$ cat src/rtl/fifo_umbrales.sv
// fifo_umbrales: 8-deep per-VC FIFO with programmable almost-full/empty flags.
// Ports: clk, reset, push/data_in, pop, umbral_superior/inferior -> data_out, valid, count, empty, full, almost_*, fifo_error.
module fifo_umbrales #(
  parameter int DATA_WIDTH = 6,
  parameter int ADDR_WIDTH = 3
) (
  input  logic                  clk,
  input  logic                  reset,
  input  logic                  push,
  input  logic [DATA_WIDTH-1:0] data_in,
  input  logic                  pop,
  input  logic [2:0]            umbral_superior,
  input  logic [2:0]            umbral_inferior,
  output logic [DATA_WIDTH-1:0] data_out,
  output logic                  valid,
  output logic [ADDR_WIDTH:0]   count,
  output logic                  empty,
  output logic                  full,
  output logic                  almost_full,
  output logic                  almost_empty,
  output logic                  fifo_error
);

  localparam int DEPTH = 1 << ADDR_WIDTH;
  localparam int CW    = ADDR_WIDTH + 1;

  localparam logic [CW-1:0]         C_ONE  = CW'(1);
  localparam logic [CW-1:0]         C_FULL = CW'(DEPTH);
  localparam logic [ADDR_WIDTH-1:0] P_ONE  = ADDR_WIDTH'(1);

  logic [DATA_WIDTH-1:0] mem [DEPTH];
  logic [ADDR_WIDTH-1:0] wr_ptr;
  logic [ADDR_WIDTH-1:0] rd_ptr;

  logic pop_ok;
  logic push_ok;
  logic err_evt;
  logic [CW-1:0] sup_ext;
  logic [CW-1:0] inf_ext;

  assign empty = (count == '0);
  assign full  = (count == C_FULL);

  // No bypass: a pop on an empty FIFO is rejected even with push.
  // A full FIFO still takes a push when a pop frees a slot.
  assign pop_ok  = pop && !empty;
  assign push_ok = push && (!full || pop_ok);
  assign err_evt = (push && !push_ok) || (pop && empty);

  assign sup_ext = CW'(umbral_superior);
  assign inf_ext = CW'(umbral_inferior);

  // Threshold 0 would make almost_full constantly high; fall back to full.
  assign almost_full  = (umbral_superior == '0) ? full
                                                : (count >= sup_ext);
  assign almost_empty = (count <= inf_ext);

  always_ff @(posedge clk) begin
    if (push_ok) begin
      mem[wr_ptr] <= data_in;
    end
  end

  always_ff @(posedge clk or posedge reset) begin
    if (reset) begin
      wr_ptr     <= '0;
      rd_ptr     <= '0;
      count      <= '0;
      data_out   <= '0;
      valid      <= 1'b0;
      fifo_error <= 1'b0;
    end else begin
      valid <= pop_ok;
      if (push_ok) begin
        wr_ptr <= wr_ptr + P_ONE;
      end
      if (pop_ok) begin
        data_out <= mem[rd_ptr];
        rd_ptr   <= rd_ptr + P_ONE;
      end
      unique case ({push_ok, pop_ok})
        2'b10:   count <= count + C_ONE;
        2'b01:   count <= count - C_ONE;
        default: count <= count;
      endcase
      if (err_evt) begin
        fifo_error <= 1'b1;
      end
    end
  end

endmodule

$ cat config.mk
export PLATFORM = sky130hd
export DESIGN_NAME = fifo_umbrales
export DESIGN_NICKNAME = d
export VERILOG_FILES = /design/src/rtl/fifo_umbrales.sv
export SDC_FILE = /design/constraint.sdc
export NUM_CORES = 1
export LEC_CHECK = 0
export CORE_MARGIN = 2
export CORE_UTILIZATION = 60
export DETAILED_ROUTE_END_ITERATION = 7
export PLACE_DENSITY = 0.85
export SETUP_SLACK_MARGIN = 0.15
export SLEW_MARGIN = 10
export SYNTH_ARGS = -nofsm -noshare
export SYNTH_HDL_FRONTEND = slang
export SYNTH_SLANG_ARGS = --single-unit
export TNS_END_PERCENT = 100
$ cat constraint.sdc
create_clock -name clk -period 4.1 [get_ports clk]
set_clock_uncertainty 0.1 [all_clocks]
set_input_delay 0.82 -clock clk [delete_from_list [all_inputs] [get_ports clk]]
set_output_delay 0.82 -clock clk [all_outputs]
set_load 0.1 [all_outputs]
-- Word-level counts from Yosys, hierarchy flattened
Memories as Yosys holds them, arrays and structs flattened. A register that Yosys moved wholly into a read port is not among the register bits.
Index checks and enable logic that the tools add are counted.
- $add $sub $neg: 4
- order comparisons: 2
- equality and inequality tests: 3
- muxes and demuxes: 4
- reduce and logical (&&, ||, !) cells: 12
- operators with widths (operator ; number):
    case mux 4 bit (2 select lines) ; 1
    adder 3 x 1 -> 3 bit (second input constant) ; 2
    adder 4 x 1 -> 4 bit (second input constant) ; 1
    == test 4 bit (second input constant) ; 1
    greater-or-equal comparator 4 x 3 -> 1 bit ; 1
    <= comparator 4 x 3 -> 1 bit ; 1
    logical AND 1 bit ; 4
    logical NOT 4 bit ; 1
    subtractor 4 x 1 -> 4 bit (second input constant) ; 1
    logical NOT 1 bit ; 3
    logical NOT 3 bit ; 1
    two-way mux 1 bit ; 3
    == test 2 x 1 -> 1 bit (second input constant) ; 1
    == test 2 bit (second input constant) ; 1
    logical OR 1 bit ; 2
    nonzero test 2 bit ; 1
- bits in registers: 12
- bits in writable memories: 48
- input port bits: 16
- output and inout bits: 16
- logic and storage cells: 31
- memories kept: 1
- memories (memory ; words ; bits a word ; rd ports ; clocked after memory_dff ; wr ports ; line ; text):
    mem ; 8 ; 6 ; 1 ; 1 ; 1 ; 31 ; logic [DATA_WIDTH-1:0] mem [DEPTH];

-- Logic depth before layout (Yosys ltp)
Gate-level depths: netlist of run 1.
- word-level depth: 8
- gate-level depth with buffers: 9
- gate-level depth less buffers: 8

-- Worst setup path after synthesis of run 1
Ideal clock, no wire load.
- path type: reg-to-reg
- from: register count[3]
- to: register count[2]
- library setup time: 0.106 ns
- data arrival time: 4.235 ns
- data required time: 3.894 ns
- slack: -0.341 ns
- stages on the path, launching flop included: 10
- buffers on the path: 1
- clock period less this slack: 4.441 ns
- cell sequence: dfrtp_1 buf_2 nor4_2 nor2_1 xor2_1 ha_1 nand2_1 o32a_1 o21a_1 o32ai_1
- cells in the longest elaborated chain, start to end: 7
- elaborated cells on any way between the ends: 11
- those cells by class: eq/ne: 3; mux: 1; reduce/logical: 7
- RTL lines (what ; line ; text):
    from (decl) ; 16 ; output logic [ADDR_WIDTH:0] count,
    from (signal assigned) ; 82 ; 2'b10: count <= count + C_ONE;
    from (signal assigned) ; 83 ; 2'b01: count <= count - C_ONE;
    from (signal assigned) ; 84 ; default: count <= count;
    logical NOT 4 bit * ; 41 ; assign empty = (count == '0);
    net empty ; 17 ; output logic empty,
    logical NOT 1 bit * ; 46 ; assign pop_ok = pop && !empty;
    logical AND 1 bit * ; 46 ;
    logical OR 1 bit ; 47 ; assign push_ok = push && (!full || pop_ok);
    logical AND 1 bit ; 47 ;
    == test 2 x 1 -> 1 bit / == test 2 bit (equally long branches) ; 81 ; unique case ({push_ok, pop_ok})
    case mux 4 bit (2 select lines) / nonzero test 2 bit (equally long branches) ; -- ;
Mark *: on every way through the listed nets, which the timed path passes. The rest lies on a longest branch.
A chain may end at the register's enable or synchronous reset.

-- Worst setup path in the final report of run 1
- from: input umbral_inferior[1]
- to: output almost_empty
- cells in the longest elaborated chain, start to end: 1
- RTL lines (what ; line ; text):
    from (decl) ; 13 ; input logic [2:0] umbral_inferior,
    <= comparator 4 x 3 -> 1 bit ; 56 ; assign almost_empty = (count <= inf_ext);
    to (decl) ; 20 ; output logic almost_empty,
Every way passes these cells.

==> summary.md, run 1 <==
| Metric | Value |
|---|---|
| CP Launch Type | `input pin` |
| Most common cell after layout, fill and taps aside | `edfxtp_1` |
| Root Driver | `clkbuf_8` |
| Final hold vios | `0` |
| Clock latency on the worst-skew pair | `0.33 ns` |
| Post-Route WL | `5.50 mm` |
| Setup crit end kind | `output pin` |
| Critical path data required time | `3.18 ns` |
| Die W | `74.1 um` |
| Most frequent cells in the layout | `48 x edfxtp_1, 27 x clkdlybuf4s50_1, 22 x nand2_1` |
| Htree depth | `3` |
| Hold crit path type | `reg -> reg` |
| Setup TNS | `0 ns` |
| Max Slew Vio Count | `0` |
| Total grt overflow | `0` |
| # rows | `25` |
| GP Congestion | `0.856` |
| Worst-margin pin slew | `0.979 ns` |
| Max_cap viols | `0` |
| Min cycle time layout | `3.27 ns` |
| CTS tree | `yes` |
| Clock-pin slew on the worst setup and hold paths | `0.06 ns` |
| DP Wirelength | `3.78 mm` |
| Longest Clk Path Bufs | `2` |
| P per Cell Area | `820 nW/um^2` |
| VDD IR max | `0.000555 V` |
| Post-synthesis cell area | `2950 sq um` |
| Register area share after synthesis | `64.1%` |
| FF-to-FF End | `count[2]` |
| DRC | `0` |
| PortBufs | `31` |
| Ys Warns | `0` |
| Critical Path Fanout Max | `2` |
| Area grow syn2layout | `19.6%` |
| Core area | `4720 sq um` |
| Antenna violations before repair | `0` |
| CTS sink cnt | `66` |
| Crit Reg-Reg Startpoint | `count[3]` |
| WS Path Type | `in -> out` |
| Total track usage | `22.3%` |
| Largest net degree at the start of global routing | `19` |
| Final Cycle Share | `79.8%` |
| Critical Path End | `almost_empty` |
| Syn Area/Cell | `13.8 sq um` |
| Status | `finished clean` |
| Yosys cell types | `35` |
| Syn nets | `239` |
| Height of the die | `74.1 um` |
| Via-to-Cell Ratio | `5.66` |
| CTS buffer count | `9` |
| Vias in the first global route | `1804` |
| Post-synthesis register bit count | `66` |
| Mapped Cells | `214` |
| RSZ-0062 raised after global routing | `false` |
| Die Area | `5490 sq um` |
| First-pass GRT wire length | `8.67 mm` |
| LEAKAGE | `1.33 nW` |
| Worst setup path start | `umbral_inferior[1]` |
| Rel. slew slack | `34.5%` |
| FF-to-FF setup slack | `1.61 ns` |
| R2R depth | `8` |
| Final net count | `278` |
| Hold_buf cts | `0` |
| 1st-iter DRT viols | `138` |
| Ports | `32` |
| Postcts setup bufs | `0` |
| Via count | `1841` |
| Peak Freq | `306 MHz` |
| Post_cts resized | `0` |
| Initial Util | `62.5%` |
| Power Total | `2.89 mW` |
| Post-layout util | `74.7%` |
| Layout cell share with drive strength beyond 1 | `16.3%` |
| Antenna cells | `0` |
| Post-route ant nets | `0` |
| TritonRoute pass-1 iters | `7` |
| # setup viols final | `0` |
| Arr. time, crit path | `2.35 ns` |
| Routed wire length per instance | `16.9 um` |
-- logic make-up after synthesis --
family	synth area share [%]
buf+inv	3.48
fa+ha+maj	3.82
flops	64.1
simple gates	8.78
mux	8.99
compound gates	9.63
xor+xnor	1.19
-- report_power, final --
part | switching (mW) | internal [mW] | total (mW)
registers | 0.149 | 0.854 | 1.00
logic | 0.903 | 0.439 | 1.34
clock network | 0.232 | 0.314 | 0.546
-- worst min path at each step --
stage                   to  cells after the start   startpoint  slack [ns]
4_1_cts        data_out[1]                      2  data_out[1]        0.38
6_report       data_out[1]                      2  data_out[1]        0.38
5_1_grt         fifo_error                      1   fifo_error        0.39
3_3_place_gp   data_out[1]                      2  data_out[1]        0.37
2_1_floorplan    wr_ptr[0]                      2    wr_ptr[0]        0.39
3_5_place_dp    fifo_error                      1   fifo_error        0.36
-- per-stage QoR --
stage                     worst slack, ns  cell area, sq um  std cells  hold slack (ns)
after CTS                           0.816              3530        325            0.381
final                               0.827              3530        325            0.378
after floorplan                     0.380              2970        214            0.387
after global routing                0.773              3530        325            0.394
after global placement              0.883              3320        309            0.366
after detailed placement            0.821              3320        309            0.364
-- cell usage after synthesis --
master | instances | area (sq um)
buf_6 | 4 | 45.0
nor2_1 | 10 | 37.5
buf_8 | 1 | 15.0
nand2b_1 | 8 | 50.1
a21boi_0 | 1 | 7.51
o21ai_1 | 5 | 25.0
a2111oi_0 | 1 | 8.76
o21a_1 | 2 | 15.0
o21ai_4 | 1 | 16.3
nand3_1 | 3 | 15.0
dfrtp_1 | 18 | 450
nor3_1 | 5 | 25.0
xor2_1 | 1 | 8.76
o21ai_2 | 2 | 17.5
or3_1 | 1 | 6.26
nor2b_1 | 3 | 18.8
o22ai_1 | 6 | 37.5
buf_2 | 1 | 5.00
mux2i_1 | 13 | 130
o32a_1 | 1 | 10.0
ha_1 | 9 | 113
edfxtp_1 | 48 | 1440
a21oi_1 | 7 | 35.0
mux2_2 | 12 | 135
inv_1 | 9 | 33.8
or3_4 | 1 | 11.3
o21bai_1 | 2 | 15.0
o32ai_1 | 1 | 8.76
a221o_1 | 6 | 60.1
o21ai_0 | 4 | 20.0
inv_2 | 1 | 3.75
xnor2_1 | 3 | 26.3
a211oi_1 | 1 | 7.51
nor4_2 | 1 | 12.5
nand2_1 | 22 | 82.6
-- layer usage --
layer | share of wire, % | vias up | GRT usage [%] | routed length [um]
met1 | 43 | 886 | 27.3 | 2350
met5 | 0 | - | 0 | 0
met3 | 5.5 | 8 | 6.50 | 302
li1 | - | 877 | - | -
met2 | 51 | 70 | 38.1 | 2810
met4 | 0.56 | 0 | 7.88 | 31
-- state kept, by name, indices dropped and copies added (netlist names) --
| name | flops |
|---|---|
| mem | 48 |
| data_out | 6 |
| fifo_error | 1 |
| count | 4 |
| wr_ptr | 3 |
| rd_ptr | 3 |
| valid | 1 |
-- critical path: stages --
cell and delay (ns):
clkdlybuf4s50_1 0.46, inv_1 0.04, ha_1 0.30, nor2b_1 0.13, o21ai_0 0.15, nand2b_1 0.09, a21oi_2 0.17, buf_12 0.20
-- cell type report --
class	count	area [sq um]
clock inverters	4	51.3
well taps	67	83.8
fillers	319	1200
clock buffers	12	155
inverters	10	37.5
multi-input cells	132	972
repair buffers	34	335
flip-flops and latches	66	1890
Power figures use the tool's default switching activity.
==> inputs of run 2 (changes only) <==
CORE_UTILIZATION = 50   (was 60)
PLACE_DENSITY = 0.76   (was 0.85)
clock period = 2.85 ns   (was 4.1 ns; I/O delays follow)
==> summary.md, run 2 (synthesis gave the netlist of run 1 again) <==
| Metric | Value |
|---|---|
| Status | `finished clean (unchanged)` |
| CTS sink cnt | `66 (unchanged)` |
| Most common cell after layout, fill and taps aside | `edfxtp_1 (unchanged)` |
| Worst path max stage delay | `0.48 ns (was 0.46 ns)` |
| PortBufs | `31 (unchanged)` |
| Most frequent cells in the layout | `48 x edfxtp_1, 30 x buf_4, 22 x nand2_1 (was 48 x edfxtp_1, 27 x clkdlybuf4s50_1, 22 x nand2_1)` |
| Via count | `1846 (was 1841)` |
| Die W | `80.8 um (was 74.1 um)` |
| Sw Ratio | `43.8% (was 44.4%)` |
| P per Cell Area | `1180 nW/um^2 (was 820 nW/um^2)` |
| Internal power | `2.44 mW (was 1.61 mW)` |
| Via-to-Cell Ratio | `5.37 (was 5.66)` |
| Initial Util | `52.6% (was 62.5%)` |
| DP Wirelength | `3.86 mm (was 3.78 mm)` |
| Vias in the first global route | `1774 (was 1804)` |
| Longest Clk Path Bufs | `2 (unchanged)` |
| Setup crit end kind | `output pin (unchanged)` |
| Net Sw Power | `1.90 mW (was 1.28 mW)` |
| Post-route ant nets | `0 (unchanged)` |
| Clock latency on the worst-skew pair | `0.34 ns (was 0.33 ns)` |
| CP bufs+invs | `3 (unchanged)` |
| DRC | `0 (unchanged)` |
| Part of the power in registers | `33.8% (was 34.7%)` |
| Largest register FFs | `48 (unchanged)` |
| Final Cycle Share | `92.0%` |
| Met3 routed WL | `351 um (was 302 um)` |
| WL met1 | `2.41 mm (was 2.35 mm)` |
| LEAKAGE | `1.43 nW (was 1.33 nW)` |
| Post-Route WL | `5.47 mm (was 5.50 mm)` |
| Area grow syn2layout | `24.8% (was 19.6%)` |
| GP Congestion | `0.790 (was 0.856)` |
| Arr. time, crit path | `1.95 ns (was 2.35 ns)` |
| Critical Path Fanout Max | `2 (unchanged)` |
| CTS buffer count | `9 (unchanged)` |
| Largest registers | `mem x48, data_out x6, count x4 (unchanged)` |
| Design Area, Final | `3680 sq um (was 3530 sq um)` |
| Antenna cells | `0 (unchanged)` |
| Worst-margin pin slew | `0.797 ns (was 0.979 ns)` |
| Total grt overflow | `0 (unchanged)` |
| Power Total | `4.34 mW (was 2.89 mW)` |
| Total track usage | `19.1% (was 22.3%)` |
| Antenna violations before repair | `0 (unchanged)` |
| Core area | `5610 sq um (was 4720 sq um)` |
| 1st-iter DRT viols | `169 (was 138)` |
| Routed wire length per instance | `15.9 um (was 16.9 um)` |
| # setup viols final | `0 (unchanged)` |
| Area after DPL | `3430 sq um (was 3320 sq um)` |
| Height of the die | `80.8 um (was 74.1 um)` |
| Met2 Routed Length | `2.69 mm (was 2.81 mm)` |
| Kind of cell adding the most delay to the critical path | `buffers and inverters (unchanged)` |
| Comb power frac | `46.9% (was 46.4%)` |
| Hold crit path type | `reg -> reg (unchanged)` |
| # rows | `27 (was 25)` |
| VDD IR max | `0.000737 V (was 0.000555 V)` |
| Clock power frac | `19.3% (was 18.9%)` |
| Min cycle time layout | `2.62 ns` |
| Clock-pin slew on the worst setup and hold paths | `0.07 ns (was 0.06 ns)` |
| CTS tree | `yes (unchanged)` |
| Layout cell share with drive strength beyond 1 | `27.6% (was 16.3%)` |
| CP Launch Type | `input pin (unchanged)` |
| TritonRoute pass-1 iters | `4 (was 7)` |
| Hold_ws | `0.387 ns (was 0.378 ns)` |
| Hold_buf cts | `0 (unchanged)` |
| Final net count | `292 (was 278)` |
| Die Area | `6530 sq um (was 5490 sq um)` |
| Rel. slew slack | `46.9% (was 34.5%)` |
| Dpl cells | `324 (was 309)` |
| Largest net degree at the start of global routing | `19 (unchanged)` |
| Post-Layout Cell Count | `344 (was 325)` |
| Ports | `32 (unchanged)` |
| Setup TNS | `0 ns (unchanged)` |
| Root Driver | `clkbuf_8 (unchanged)` |
| Max Slew Vio Count | `0 (unchanged)` |
| Final hold vios | `0 (unchanged)` |
| RSZ-0062 raised after global routing | `true (was false)` |
| Largest Register | `mem (unchanged)` |
| WS Path Type | `in -> out (unchanged)` |
| Htree depth | `3 (unchanged)` |
| First-pass GRT wire length | `8.89 mm (was 8.67 mm)` |
| CP Cell Sequence | `clkdlybuf4s50_1 -> inv_1 -> ha_1 -> a21boi_2 -> o21ai_2 -> a21oi_4 -> buf_12 (was clkdlybuf4s50_1 -> inv_1 -> ha_1 -> nor2b_1 -> o21ai_0 -> nand2b_1 -> a21oi_2 -> buf_12)` |
| Critical path's slowest cell | `clkdlybuf4s50_1 (unchanged)` |
| Peak Freq | `382 MHz` |
| Top layer in use | `met4 (unchanged)` |
| Critical path data required time | `2.18 ns (was 3.18 ns)` |
| Max_cap viols | `0 (unchanged)` |
[run 2: changes by cell type in the layout (fill, tap and decap cells not counted), moves of 2 or more]
cell / before / now
buf_4: 6 / 30
buf_12: 1 / 3
o21ai_0: 4 / 2
dfrtp_4: 0 / 3
dfrtp_1: 18 / 14
a21oi_2: 2 / 0
clkdlybuf4s50_1: 27 / 14
clkbuf_8: 11 / 9
a21oi_4: 0 / 2
[run 2: metal layers]
layer / GRT usage, % / vias to the layer above
met5: 0 / -
met1: 24.8 / 885
met2: 29.6 / 52
met4: 5.08 / 0
met3: 8.11 / 4
li1: - / 905
[run 2: metrics by stage]
stage | worst slack [ns] | utilization (%)
3_3_place_gp | 0.139 | 61.1
2_1_floorplan | -0.568 | -
4_1_cts | 0.161 | 65.1
5_1_grt | 0.146 | 65.7
6_report | 0.229 | 65.7
3_5_place_dp | 0.0966 | 61.1
[run 2: final timing paths]
| check | from | to | slack, ns | depth (start not counted) |
|---|---|---|---|---|
| worst min register to register | fifo_error | fifo_error | 0.39 | 1 |
| worst max register to register | count[1] | count[2] | 0.38 | 9 |
| max in group asynchronous | reset | count[3] | 1.60 | 2 |
| worst min-delay path | fifo_error | fifo_error | 0.39 | 1 |
| min in group asynchronous | reset | count[0] | 0.54 | 2 |
| worst max-delay path | umbral_superior[1] | almost_full | 0.23 | 7 |
[run 2: power groups by stage]
stage	logic [mW]	clock network (mW)	registers, mW
global placement	1.94	0	1.48
detailed placement	1.97	0	1.50
global route	2.17	0.913	1.49
floorplan	1.10	0	1.91
CTS	1.99	0.856	1.48
finish	2.04	0.836	1.47
[run 2: final cells by class]
class / instances / area [sq um]
flip-flops and latches: 66 / 1900
multi-input cells: 132 / 998
fillers: 418 / 1930
repair buffers: 48 / 434
clock inverters: 7 / 93.8
well taps: 72 / 90.1
inverters: 10 / 37.5
clock buffers: 9 / 124
[run 2: what timing repair did]
item	in CTS	in global routing
endpoints found under the hold margin	0	0
gates resized for setup	3	4
pin swaps	3	3
setup buffers	1	3
setup endpoints to repair	2	2
